[src/rtl/lift_pkg.sv]
// Shared types and defaults for the 5/3 lifting row sequencer.
// FSM states, step encodings and default widths.
package lift_pkg;

    localparam int LIFT_W  = 20;
    localparam int LIFT_AW = 7;

    localparam logic STEP_PREDICT = 1'b1;
    localparam logic STEP_UPDATE  = 1'b0;

    typedef enum logic [2:0] {
        IDLE,
        RD_A,
        RD_B,
        EXEC,
        WB,
        DONE
    } state_t;

endpackage

[src/rtl/lift_row_seq_nbr_idx.sv]
// Neighbour index generator for one lifting element.
// Applies symmetric extension by clamping at both row ends.
module lift_nbr_idx
    import lift_pkg::*;
#(
    parameter int AW     = LIFT_AW,
    parameter int NPAIRS = 128
) (
    input  logic [AW-1:0] k,
    input  logic          pix_p,
    output logic [AW-1:0] left_idx,
    output logic [AW-1:0] right_idx
);

    localparam logic [AW-1:0] LAST = AW'(NPAIRS - 1);
    localparam logic [AW-1:0] ONE  = AW'(1);
    localparam logic [AW-1:0] ZERO = '0;

    // predict: even[k], even[k+1]; update: odd[k-1], odd[k]
    always_comb begin
        left_idx  = k;
        right_idx = k;
        if (pix_p == STEP_PREDICT) begin
            right_idx = (k == LAST) ? k : k + ONE;
        end else begin
            left_idx = (k == ZERO) ? k : k - ONE;
        end
    end

endmodule

[src/rtl/lift_row_seq.sv]
// Row sequencer for the 5/3 lifting datapath and even/odd banks.
// Two passes per row, four cycles per element, in-place write-back.
module lift_row_seq
    import lift_pkg::*;
#(
    parameter int W      = LIFT_W,
    parameter int AW     = LIFT_AW,
    parameter int NPAIRS = 128
) (
    input  logic          clk,
    input  logic          rst,
    input  logic          start,
    input  logic          fwd_inv,
    output logic          busy,
    output logic          done,
    output logic [AW-1:0] pix_addr_even,
    output logic [AW-1:0] pix_addr_odd,
    input  logic [W-1:0]  pix_dout_even,
    input  logic [W-1:0]  pix_dout_odd,
    output logic [W-1:0]  pix_din_even,
    output logic [W-1:0]  pix_din_odd,
    output logic          pix_we_even,
    output logic          pix_we_odd,
    output logic [W-1:0]  pix_left,
    output logic [W-1:0]  pix_right,
    output logic [W-1:0]  pix_sam,
    output logic          pix_p,
    output logic          pix_fwd_inv,
    output logic          lift_vld,
    input  logic [W-1:0]  lift_res
);

    localparam logic [AW-1:0] LAST = AW'(NPAIRS - 1);
    localparam logic [AW-1:0] ONE  = AW'(1);

    state_t        state;
    state_t        state_nxt;
    logic [AW-1:0] k;
    logic          pass;
    logic          fwd_q;
    logic [W-1:0]  sam_q;
    logic [W-1:0]  left_q;
    logic [W-1:0]  right_q;
    logic [AW-1:0] left_idx;
    logic [AW-1:0] right_idx;
    logic [AW-1:0] self_a;
    logic [AW-1:0] nbr_a;
    logic          self_we;
    logic [W-1:0]  self_dout;
    logic [W-1:0]  nbr_dout;

    lift_nbr_idx #(
        .AW     (AW),
        .NPAIRS (NPAIRS)
    ) u_nbr_idx (
        .k         (k),
        .pix_p     (pix_p),
        .left_idx  (left_idx),
        .right_idx (right_idx)
    );

    // Forward runs predict then update; inverse runs them reversed.
    assign pix_p       = (pass ^ fwd_q) ? STEP_PREDICT : STEP_UPDATE;
    assign pix_fwd_inv = fwd_q;
    assign pix_sam     = sam_q;
    assign pix_left    = left_q;
    assign pix_right   = (state == EXEC) ? nbr_dout : right_q;

    assign self_dout = (pix_p == STEP_PREDICT) ? pix_dout_odd : pix_dout_even;
    assign nbr_dout  = (pix_p == STEP_PREDICT) ? pix_dout_even : pix_dout_odd;

    // State register
    always_ff @(posedge clk) begin
        if (rst) begin
            state <= IDLE;
        end else begin
            state <= state_nxt;
        end
    end

    // Next state and bank access; predict owns odd, update owns even
    always_comb begin
        state_nxt     = state;
        self_a        = '0;
        nbr_a         = '0;
        self_we       = 1'b0;
        lift_vld      = 1'b0;
        pix_addr_even = '0;
        pix_addr_odd  = '0;
        pix_din_even  = '0;
        pix_din_odd   = '0;
        pix_we_even   = 1'b0;
        pix_we_odd    = 1'b0;
        unique case (state)
            IDLE: begin
                if (start) state_nxt = RD_A;
            end
            RD_A: begin
                self_a    = k;
                nbr_a     = left_idx;
                state_nxt = RD_B;
            end
            RD_B: begin
                nbr_a     = right_idx;
                state_nxt = EXEC;
            end
            EXEC: begin
                lift_vld  = 1'b1;
                state_nxt = WB;
            end
            WB: begin
                self_a  = k;
                self_we = 1'b1;
                if (k != LAST || !pass) state_nxt = RD_A;
                else                    state_nxt = DONE;
            end
            DONE: begin
                state_nxt = IDLE;
            end
            default: begin
                state_nxt = IDLE;
            end
        endcase
        if (pix_p == STEP_PREDICT) begin
            pix_addr_odd  = self_a;
            pix_addr_even = nbr_a;
            pix_we_odd    = self_we;
            pix_din_odd   = self_we ? lift_res : '0;
        end else begin
            pix_addr_even = self_a;
            pix_addr_odd  = nbr_a;
            pix_we_even   = self_we;
            pix_din_even  = self_we ? lift_res : '0;
        end
    end

    // Element/pass counters, operand capture and status flags
    always_ff @(posedge clk) begin
        if (rst) begin
            k       <= '0;
            pass    <= 1'b0;
            fwd_q   <= 1'b0;
            busy    <= 1'b0;
            done    <= 1'b0;
            sam_q   <= '0;
            left_q  <= '0;
            right_q <= '0;
        end else begin
            done <= (state == DONE);
            unique case (state)
                IDLE: begin
                    if (start) begin
                        fwd_q <= fwd_inv;
                        k     <= '0;
                        pass  <= 1'b0;
                        busy  <= 1'b1;
                    end
                end
                RD_B: begin
                    sam_q  <= self_dout;
                    left_q <= nbr_dout;
                end
                EXEC: begin
                    right_q <= nbr_dout;
                end
                WB: begin
                    if (k != LAST) begin
                        k <= k + ONE;
                    end else if (!pass) begin
                        pass <= 1'b1;
                        k    <= '0;
                    end
                end
                DONE: begin
                    busy <= 1'b0;
                end
                default: ;
            endcase
        end
    end

endmodule

[config.mk]
export PLATFORM = sky130hd
export DESIGN_NAME = lift_row_seq
export DESIGN_NICKNAME = d
export VERILOG_FILES = /design/src/rtl/lift_pkg.sv /design/src/rtl/lift_row_seq_nbr_idx.sv /design/src/rtl/lift_row_seq.sv
export SDC_FILE = /design/constraint.sdc
export NUM_CORES = 1
export LEC_CHECK = 0
export BUFFER_PORTS_ARGS = -buffer_cell sky130_fd_sc_hd__clkbuf_2
export CAP_MARGIN = 10
export CORE_MARGIN = 5
export CORE_UTILIZATION = 30
export DETAILED_ROUTE_END_ITERATION = 7
export HOLD_SLACK_MARGIN = 0.1
export SLEW_MARGIN = 20
export SYNTH_ARGS = -nofsm -noshare
export SYNTH_HDL_FRONTEND = slang
export SYNTH_SLANG_ARGS = --single-unit
[constraint.sdc]
create_clock -name clk -period 6.1 [get_ports clk]
set_input_delay 1.22 -clock clk [delete_from_list [all_inputs] [get_ports clk]]
set_output_delay 1.22 -clock clk [all_outputs]
set_load 0.05 [all_outputs]
After elaboration in Yosys (flattened, before gate mapping)
Index checks and enable logic that the tools add are counted.

Flip-flop bits (word level): 74. Input port bits: 64. Logic and storage cells: 64. Output and inout port bits: 121.

Reduce and logical (&&, ||, !) cells: 11. Eq/ne operators: 10. Muxes and demuxes: 31. $add $sub $neg: 2. Bitwise gates (word level): 1.

Operators with widths (count): 20-bit two-way mux (6); 7-bit two-way mux (10); 7-bit one-hot mux with 2 select lines (2); 3-bit one-hot mux with 5 select lines (1); 1-bit two-way mux (8); 7-bit by 1-bit adder with 7-bit output (second input constant) (1); 7-bit equality test (second input constant) (1); 7-bit logical NOT (1); 7-bit != test (second input constant) (1); 7-bit by 1-bit subtractor with 7-bit output (second input constant) (1); 3-bit by 2-bit equality test with 1-bit output (second input constant) (2); 3-bit equality test (second input constant) (2); 3-bit two-way mux (2); 3-bit AND reduction (2); 2-bit != test (second input constant) (2); 1-bit one-hot mux with 2 select lines (2); 2-bit AND reduction (2); 2-bit nonzero test (2); 3-bit by 1-bit equality test with 1-bit output (second input constant) (1); 3-bit logical NOT (1); 3-bit != test (second input constant) (1); 2-bit OR reduction (1); 1-bit logical NOT (1); 1-bit logical OR (1); 1-bit XOR (1).

Longest topological paths before layout
Gate-level depths: netlist of run 1.

Depth after elaboration: 5. Gate-level depth with buffers: 8. Depth with buffers taken out: 7.

By module
A second synthesis of run 1 with hierarchy kept.

Cell total of the unflattened synthesis: 509. Area, all modules: 4175.3 um2.

By module, submodules not included: lift_row_seq (instances 1, area an instance 3818.7 um2, cells each 458); lift_nbr_idx (instances 1, area an instance 356.6 um2, cells each 51).

Worst setup path after synthesis of run 1
OpenSTA, ideal clock, no wires.

Path type: reg2out. From: register fwd_q (netlist: pix_fwd_inv). To: output pix_addr_even[1]. Arrival time: 2.474 ns. Data required time: 4.880 ns. Cell stages (with the launch flop): 7. Setup slack: 2.406 ns. Buffers on the path: 1. Cells stage by stage: dfxtp_1 -> xnor2_2 -> inv_2 -> and2_1 -> buf_2 -> a211oi_1 -> o21ai_0.

Cells in the longest elaborated chain, start to end: 5. Elaborated cells between the ends (all ways): 6. Those cells by class: mux (5); bitwise (1).

Ends and longest elaborated chain: from (decl) (RTL line lift_row_seq.sv:40) `logic fwd_q;`; from (signal assigned) (RTL line lift_row_seq.sv:153) `fwd_q <= fwd_inv;`; 1-bit XOR (*) (RTL line lift_row_seq.sv:63) `assign pix_p = (pass ^ fwd_q) ? STEP_PREDICT : STEP_UPDATE;`; 1-bit two-way mux (*) (RTL line lift_row_seq.sv:63); 7-bit two-way mux (RTL line lift_row_seq_nbr_idx.sv:23) `if (pix_p == STEP_PREDICT) begin`; 7-bit one-hot mux with 2 select lines (RTL line lift_row_seq.sv:94) `unique case (state)`; 7-bit two-way mux (*) (RTL line lift_row_seq.sv:124) `if (pix_p == STEP_PREDICT) begin`; to (decl) (RTL line lift_row_seq.sv:16) `output logic [AW-1:0] pix_addr_even,`.

Every way passes the cells marked *; elsewhere a longest branch is shown, timed or not.

Worst setup path after layout of run 1
From: register pass. To: output pix_addr_even[5].

Cells in the longest elaborated chain, start to end: 5. Elaborated cells between the ends (all ways): 6. Those cells by class: mux (5); bitwise (1).

Ends and longest elaborated chain: from (decl) (RTL line lift_row_seq.sv:39) `logic pass;`; from (signal assigned) (RTL line lift_row_seq.sv:141) `pass <= 1'b0;`; from (signal assigned) (RTL line lift_row_seq.sv:155) `pass <= 1'b0;`; from (signal assigned) (RTL line lift_row_seq.sv:170) `pass <= 1'b1;`; 1-bit XOR (*) (RTL line lift_row_seq.sv:63); 1-bit two-way mux (*) (RTL line lift_row_seq.sv:63); 7-bit two-way mux (RTL line lift_row_seq_nbr_idx.sv:23); 7-bit one-hot mux with 2 select lines (RTL line lift_row_seq.sv:94); 7-bit two-way mux (*) (RTL line lift_row_seq.sv:124).

Marks and branches as above.

==> flow_summary.ini, run 1 <==
[status]
status = finished, final reports clean

[synthesis]
yosysUniqueCellTypes = 55
synth_warnings = 0
ys_seq_area_frac = 0.370
async_flop_share = 0
yosysTopAreaCellShare = 0.370
yosysTopAreaCell = dfxtp_1
synth-seq-cells = 74
syn_area_per_cell_um2 = 8.03
synthTopCellsByCount = dfxtp_1 (74), nand2_1 (68), nor2_1 (50), and2_1 (43)
synth_nets = 567
synth_flop_cell = dfxtp_1
synth-edff-count = 0
syn_inst = 499
synth_top_cells_by_area = dfxtp_1 (37%), and2_1 (6.7%), nand2_1 (6.4%)
syn_area_mm2 = 0.00401
yosysMostFrequentCell = dfxtp_1

[placed_design]
pre_cts_slack_ns = 2.25
gp_congestion = 0.847
hpwl_um = 8920
io_buffers = 184
placed_area_mm2 = 0.00495

[worst_setup_path]
end_kind = output port
worstPathCellList = xnor2_4 -> inv_2 -> and2_1 -> a211o_1 -> a22o_1 -> clkbuf_2
rr_endpoint = right_q[19]
cp-start-kind = flop
cpPeakStageDelay_ns = 0.69
cpMaxStageDelayCell = xnor2_4
crit_type = reg -> out
critPathMaxFanout = 25
timing.rr.start = pass
worstPathRequired_ns = 4.88
arrival_ns = 2.99
reg2reg_slack_ns = 3.75
rr_worst_depth = 5

[power_and_ir_drop]
p_int_w = 0.000878
leakagePower_nw = 2.48
power.share.switching = 0.333
powerDensity_mw_per_mm2 = 252
combinationalPowerShare = 0.227
p_sw_w = 0.000439
peakVddDrop_v = 0.000210
total_power_w = 0.00132
power.share.clock = 0.371
seqPwrFrac = 0.403

[hold_path]
hp-class = reg -> reg
whs_path_depth = 2
hold_start = pix_sam[3]
holdPathEnd = pix_sam[3]

[job]
maxCapViolations = 0

[global_routing]
grt_use_total = 0.149
grt_pass1_vias = 3825
antenna_found_initial = 0
gr-total-overflow = 0
grt_pass1_wl_um = 19400
grt_max_degree = 81

[floorplanning]
row_count = 42
fp.dieH_um = 126
core-area_mm2 = 0.0132
die_area_mm2 = 0.0158
dieWidth_um = 126
start_util = 0.304
io_pins = 185

[clocking]
cts_buffer_depth = 2
post_cts_buffers = 0
cts_hold_buffers = 0
numCtsBuffers = 9
cts.sinks = 74
cts-root-buf = clkbuf_16
clk-insertion-delay-late_ns = 0.34
cts_resized = 0
htree_levels = 3
cts_tree = done
clkTransAtPathRegs_ns = 0.06

[final_layout]
num_antenna_cells = 0
multi_input_area_mm2 = 0.00227
drive_gt1_frac = 0.330
nFillCells = 1357
final_cell_area_mm2 = 0.00523
area_growth_pct = 30.6
layout.nets = 720
seqCellArea_mm2 = 0.00148

[routing]
vias = 4109
dr.first_iter.drc_count = 218
viasPerCell = 4.93
dr.pass1.iters = 4
routedWlPerCell_um = 14.5
drc = 0
drt.antenna.violating_nets = 0
drt_wl_total_um = 12100

[timing]
maxSlewViolCount = 0
fin_crit_ns = 4.21
setup_viol = 0
tightest_slew_ns = 0.830
skew_ns = 0.00640
post-route-period-util = 0.690
rsz0062_at_grt = no
setup_tns_ns = 0
final_hold_viol_count = 0
timing.fmax_mhz = 238
slew_headroom = 0.447
setup_slack_ns = 1.89
## area by class of cell
cell class | instances | share of cell area
Clock inverter | 5 | 0.00574
Sequential cell | 74 | 0.283
Inverter | 9 | 0.00646
Clock buffer | 11 | 0.0464
Multi-Input combinational cell | 370 | 0.434
Timing Repair Buffer | 188 | 0.182
Tap cell | 176 | 0.0421
## metrics by stage
stage | hold slack, ns | cells | utilization
floorplan | 0.513 | 499 | -
global placement | 0.487 | 817 | 0.376
detailed placement | 0.490 | 817 | 0.376
CTS | 0.497 | 833 | 0.396
global route | 0.513 | 833 | 0.396
finish | 0.495 | 833 | 0.396
## worst max-delay path: cells and delay by family (launching register included)
kind	cells	cell delay, ns
buffers and inverters	2	0.69
AO/OA/AOI/OAI	2	0.47
flip-flops	1	0.40
XOR/XNOR	1	0.69
AND/OR/NAND/NOR	1	0.38
## cells in the final DEF, fill, tap and decap left out, drive strengths merged, types with 3 or more instances in the layout
cell type	n
o22ai	3
a211o	5
nand4	4
or4	4
nor2	50
ha	4
clkbuf	195
o31ai	3
nor3	7
a311oi	22
clkinv	3
nand3	5
or3	3
a31oi	4
nand2	68
buf	4
o21ai	31
nor2b	20
nand3b	3
mux2i	21
a211oi	21
and2	43
nand2b	3
a21oi	12
inv	9
and3	7
dfxtp	74
nor3b	4
## worst max path at each step
stage / start / endpoint / slack [ns] / depth (start not counted)
final: pass / pix_addr_even[5] / 1.89 / 6
after global routing: pass / pix_addr_even[5] / 1.74 / 6
after CTS: pass / pix_addr_even[5] / 1.88 / 6
after detailed placement: pass / pix_addr_even[5] / 2.25 / 6
after global placement: pass / pix_addr_even[5] / 2.32 / 6
after floorplan: pix_fwd_inv / pix_addr_even[1] / 2.41 / 6
## per-layer routing
metal  track usage  up-vias  wire length [um]
met5             0        -                 0
met4        0.0542        0               306
met3        0.0567       20               919
met2         0.244      147              5810
met1         0.177     1877              5080
li1              -     2065                 -
## flip-flops by register name, summed over array words and instances, names as in the netlist
name	flops
busy	1
done	1
pix_left	20
right_q	20
k	7
state	3
pix_fwd_inv	1
pix_sam	20
pass	1
## power groups by stage
| stage | logic, W | clock network (W) | registers [W] |
|---|---|---|---|
| after floorplan | 0.000144 | 0 | 0.000619 |
| after global placement | 0.000296 | 0 | 0.000540 |
| after detailed placement | 0.000300 | 0 | 0.000541 |
| after CTS | 0.000300 | 0.000505 | 0.000531 |
| after global routing | 0.000321 | 0.000527 | 0.000534 |
| final | 0.000299 | 0.000488 | 0.000530 |
## logic make-up (layout without fill, tap and decap cells)
family          Yosys count  count (layout)  synth area share
flops                    74              74             0.370
simple gates            229             229             0.293
buf+inv                  55             213            0.0681
fa+ha+maj                 4               4            0.0125
compound gates          114             114             0.198
mux                      21              21            0.0525
xor+xnor                  2               2           0.00625
No activity file was read; power rests on OpenSTA's default activity.
==> run 2: changes to the inputs <==
--- a/config.mk
+++ b/config.mk
@@ -5,6 +5,7 @@
 export SDC_FILE = /design/constraint.sdc
 export NUM_CORES = 1
 export LEC_CHECK = 0
+export ABC_AREA = 1
 export BUFFER_PORTS_ARGS = -buffer_cell sky130_fd_sc_hd__clkbuf_2
 export CAP_MARGIN = 10
 export CORE_MARGIN = 5
==> constraint.sdc (replaced) <==
create_clock -name clk -period 4 [get_ports clk]
set_input_delay 0.8 -clock clk [delete_from_list [all_inputs] [get_ports clk]]
set_output_delay 0.8 -clock clk [all_outputs]
set_load 0.05 [all_outputs]
==> flow_summary.ini, run 2 <==
[status]
status = finished, final reports clean

[clocking]
cts_tree = done
clkTransAtPathRegs_ns = 0.06
cts.sinks = 74
clk-insertion-delay-late_ns = 0.32
numCtsBuffers = 9
htree_levels = 3
cts_resized = 0
cts_buffer_depth = 2
cts_hold_buffers = 0
cts-root-buf = clkbuf_16
post_cts_buffers = 0

[power_and_ir_drop]
leakagePower_nw = 3.23
powerDensity_mw_per_mm2 = 453
peakVddDrop_v = 0.000191

[floorplanning]
io_pins = 185
core-area_mm2 = 0.0140
row_count = 43
die_area_mm2 = 0.0169
start_util = 0.309
fp.dieH_um = 130
dieWidth_um = 130

[global_routing]
grt_use_total = 0.156
grt_pass1_vias = 4277
antenna_found_initial = 0
gr-total-overflow = 0
grt_max_degree = 47
grt_pass1_wl_um = 21300

[synthesis]
synth-edff-count = 0
synth_nets = 766
yosysUniqueCellTypes = 30
syn_inst = 698
ys_seq_area_frac = 0.342
synth_warnings = 0
synth_top_cells_by_area = dfxtp_1 (34%), nand2_1 (22%), inv_1 (7.5%)
syn_area_per_cell_um2 = 6.20
synth-seq-cells = 74
async_flop_share = 0
synthTopCellsByCount = nand2_1 (253), inv_1 (87), dfxtp_1 (74), nor2_1 (58), nand3_1 (47)
yosysTopAreaCellShare = 0.342
syn_area_mm2 = 0.00433
yosysMostFrequentCell = nand2_1
synth_flop_cell = dfxtp_1
yosysTopAreaCell = dfxtp_1

[worst_setup_path]
crit_type = reg -> out
end_kind = output port
critPathMaxFanout = 10
arrival_ns = 2.53
worstPathRequired_ns = 3.20
timing.rr.start = state[2]
cp-start-kind = flop
startpoint = k[0]

[routing]
vias = 4722
drt_wl_total_um = 13700
dr.first_iter.drc_count = 244
dr.pass1.iters = 5
drt.antenna.violating_nets = 0
drc = 0
routedWlPerCell_um = 13.1
viasPerCell = 4.53

[timing]
setup_tns_ns = 0
post-route-period-util = 0.831
final_hold_viol_count = 0
tightest_slew_ns = 0.704
fin_crit_ns = 3.33
maxSlewViolCount = 0
slew_headroom = 0.530
timing.fmax_mhz = 301
rsz0062_at_grt = no
skew_ns = 0.00290
setup_viol = 0

[hold_path]
hold_start = busy
hp-class = reg -> reg

[placed_design]
io_buffers = 184
hpwl_um = 10500
placed_area_mm2 = 0.00531
gp_congestion = 0.918

[final_layout]
layout_commonest_cell = nand2_1
layout.nets = 927
area_growth_pct = 29.0
final_cell_area_mm2 = 0.00558
nFillCells = 1554
drive_gt1_frac = 0.261
seqCellArea_mm2 = 0.00148
final_cell_mix = nand2_1 (252), clkbuf_2 (184), inv_1 (87)
num_antenna_cells = 0
multi_input_area_mm2 = 0.00227

[job]
maxCapViolations = 0
## run 2: cell types whose count changed in the layout (fill, tap and decap cells not counted), sizes merged, moves of 7 or more
cell	change
a211oi	-20
a21oi	+20
a311oi	-22
and2	-42
and3	-7
inv	+82
mux2i	-21
nand2	+189
nand3	+43
nor2	+14
nor2b	-20
o211ai	+22
o21a	+18
## run 2: stage by stage
stage	util	setup WS (ns)	cells	power [W]	hold slack, ns
final	0.399	0.675	1043	0.00253	0.464
after CTS	0.399	0.671	1043	0.00257	0.465
after floorplan	-	0.576	698	0.00159	0.451
after global placement	0.380	1.07	1028	0.00181	0.455
after detailed placement	0.380	1.04	1028	0.00181	0.456
after global routing	0.399	0.497	1043	0.00268	0.495
## run 2: cell type report
type / count / share of cell area
Sequential cell: 74 / 0.265
Clock buffer: 13 / 0.0466
Timing Repair Buffer: 193 / 0.177
Inverter: 91 / 0.0612
Clock inverter: 2 / 0.00224
Multi-Input combinational cell: 490 / 0.407
Tap cell: 180 / 0.0403
## run 2: per-layer routing
layer	track usage	wire [um]	up-vias
met5	0	0	-
met4	0.0483	206	0
met3	0.0332	1040	14
met2	0.269	6470	160
met1	0.196	6000	2051
li1	-	-	2497
## run 2: final timing paths
path                      to  slack [ns]  cells after the start
min reg2reg             busy        0.46                      2
max          pix_addr_odd[0]        0.67                     11
min                     busy        0.46                      2
max reg2reg      pix_left[9]        1.71                      5
## run 2: cells by family (layout without fill, tap and decap cells)
| kind of cell | Yosys count | in the layout | synth area share |
|---|---|---|---|
| fa+ha+maj | 4 | 4 | 0.0116 |
| compound gates | 106 | 106 | 0.149 |
| buf+inv | 134 | 299 | 0.133 |
| simple gates | 378 | 378 | 0.360 |
| xor+xnor | 2 | 2 | 0.00405 |
| flops | 74 | 74 | 0.342 |
## run 2: critical path: stages (launching register included)
cell and delay, ns:
dfxtp_1 0.52, ha_1 0.26, nand3_2 0.13, nor2_4 0.20, inv_2 0.09, ha_1 0.28, nand2_1 0.07, o211ai_1 0.07
nand2_1 0.13, nand2_1 0.05, o21ai_1 0.09, clkbuf_2 0.30
## run 2: where the power goes
part	switching (W)	internal [W]
logic	0.000702	0.000219
registers	0.0000476	0.000820
clock network	0.000291	0.000450
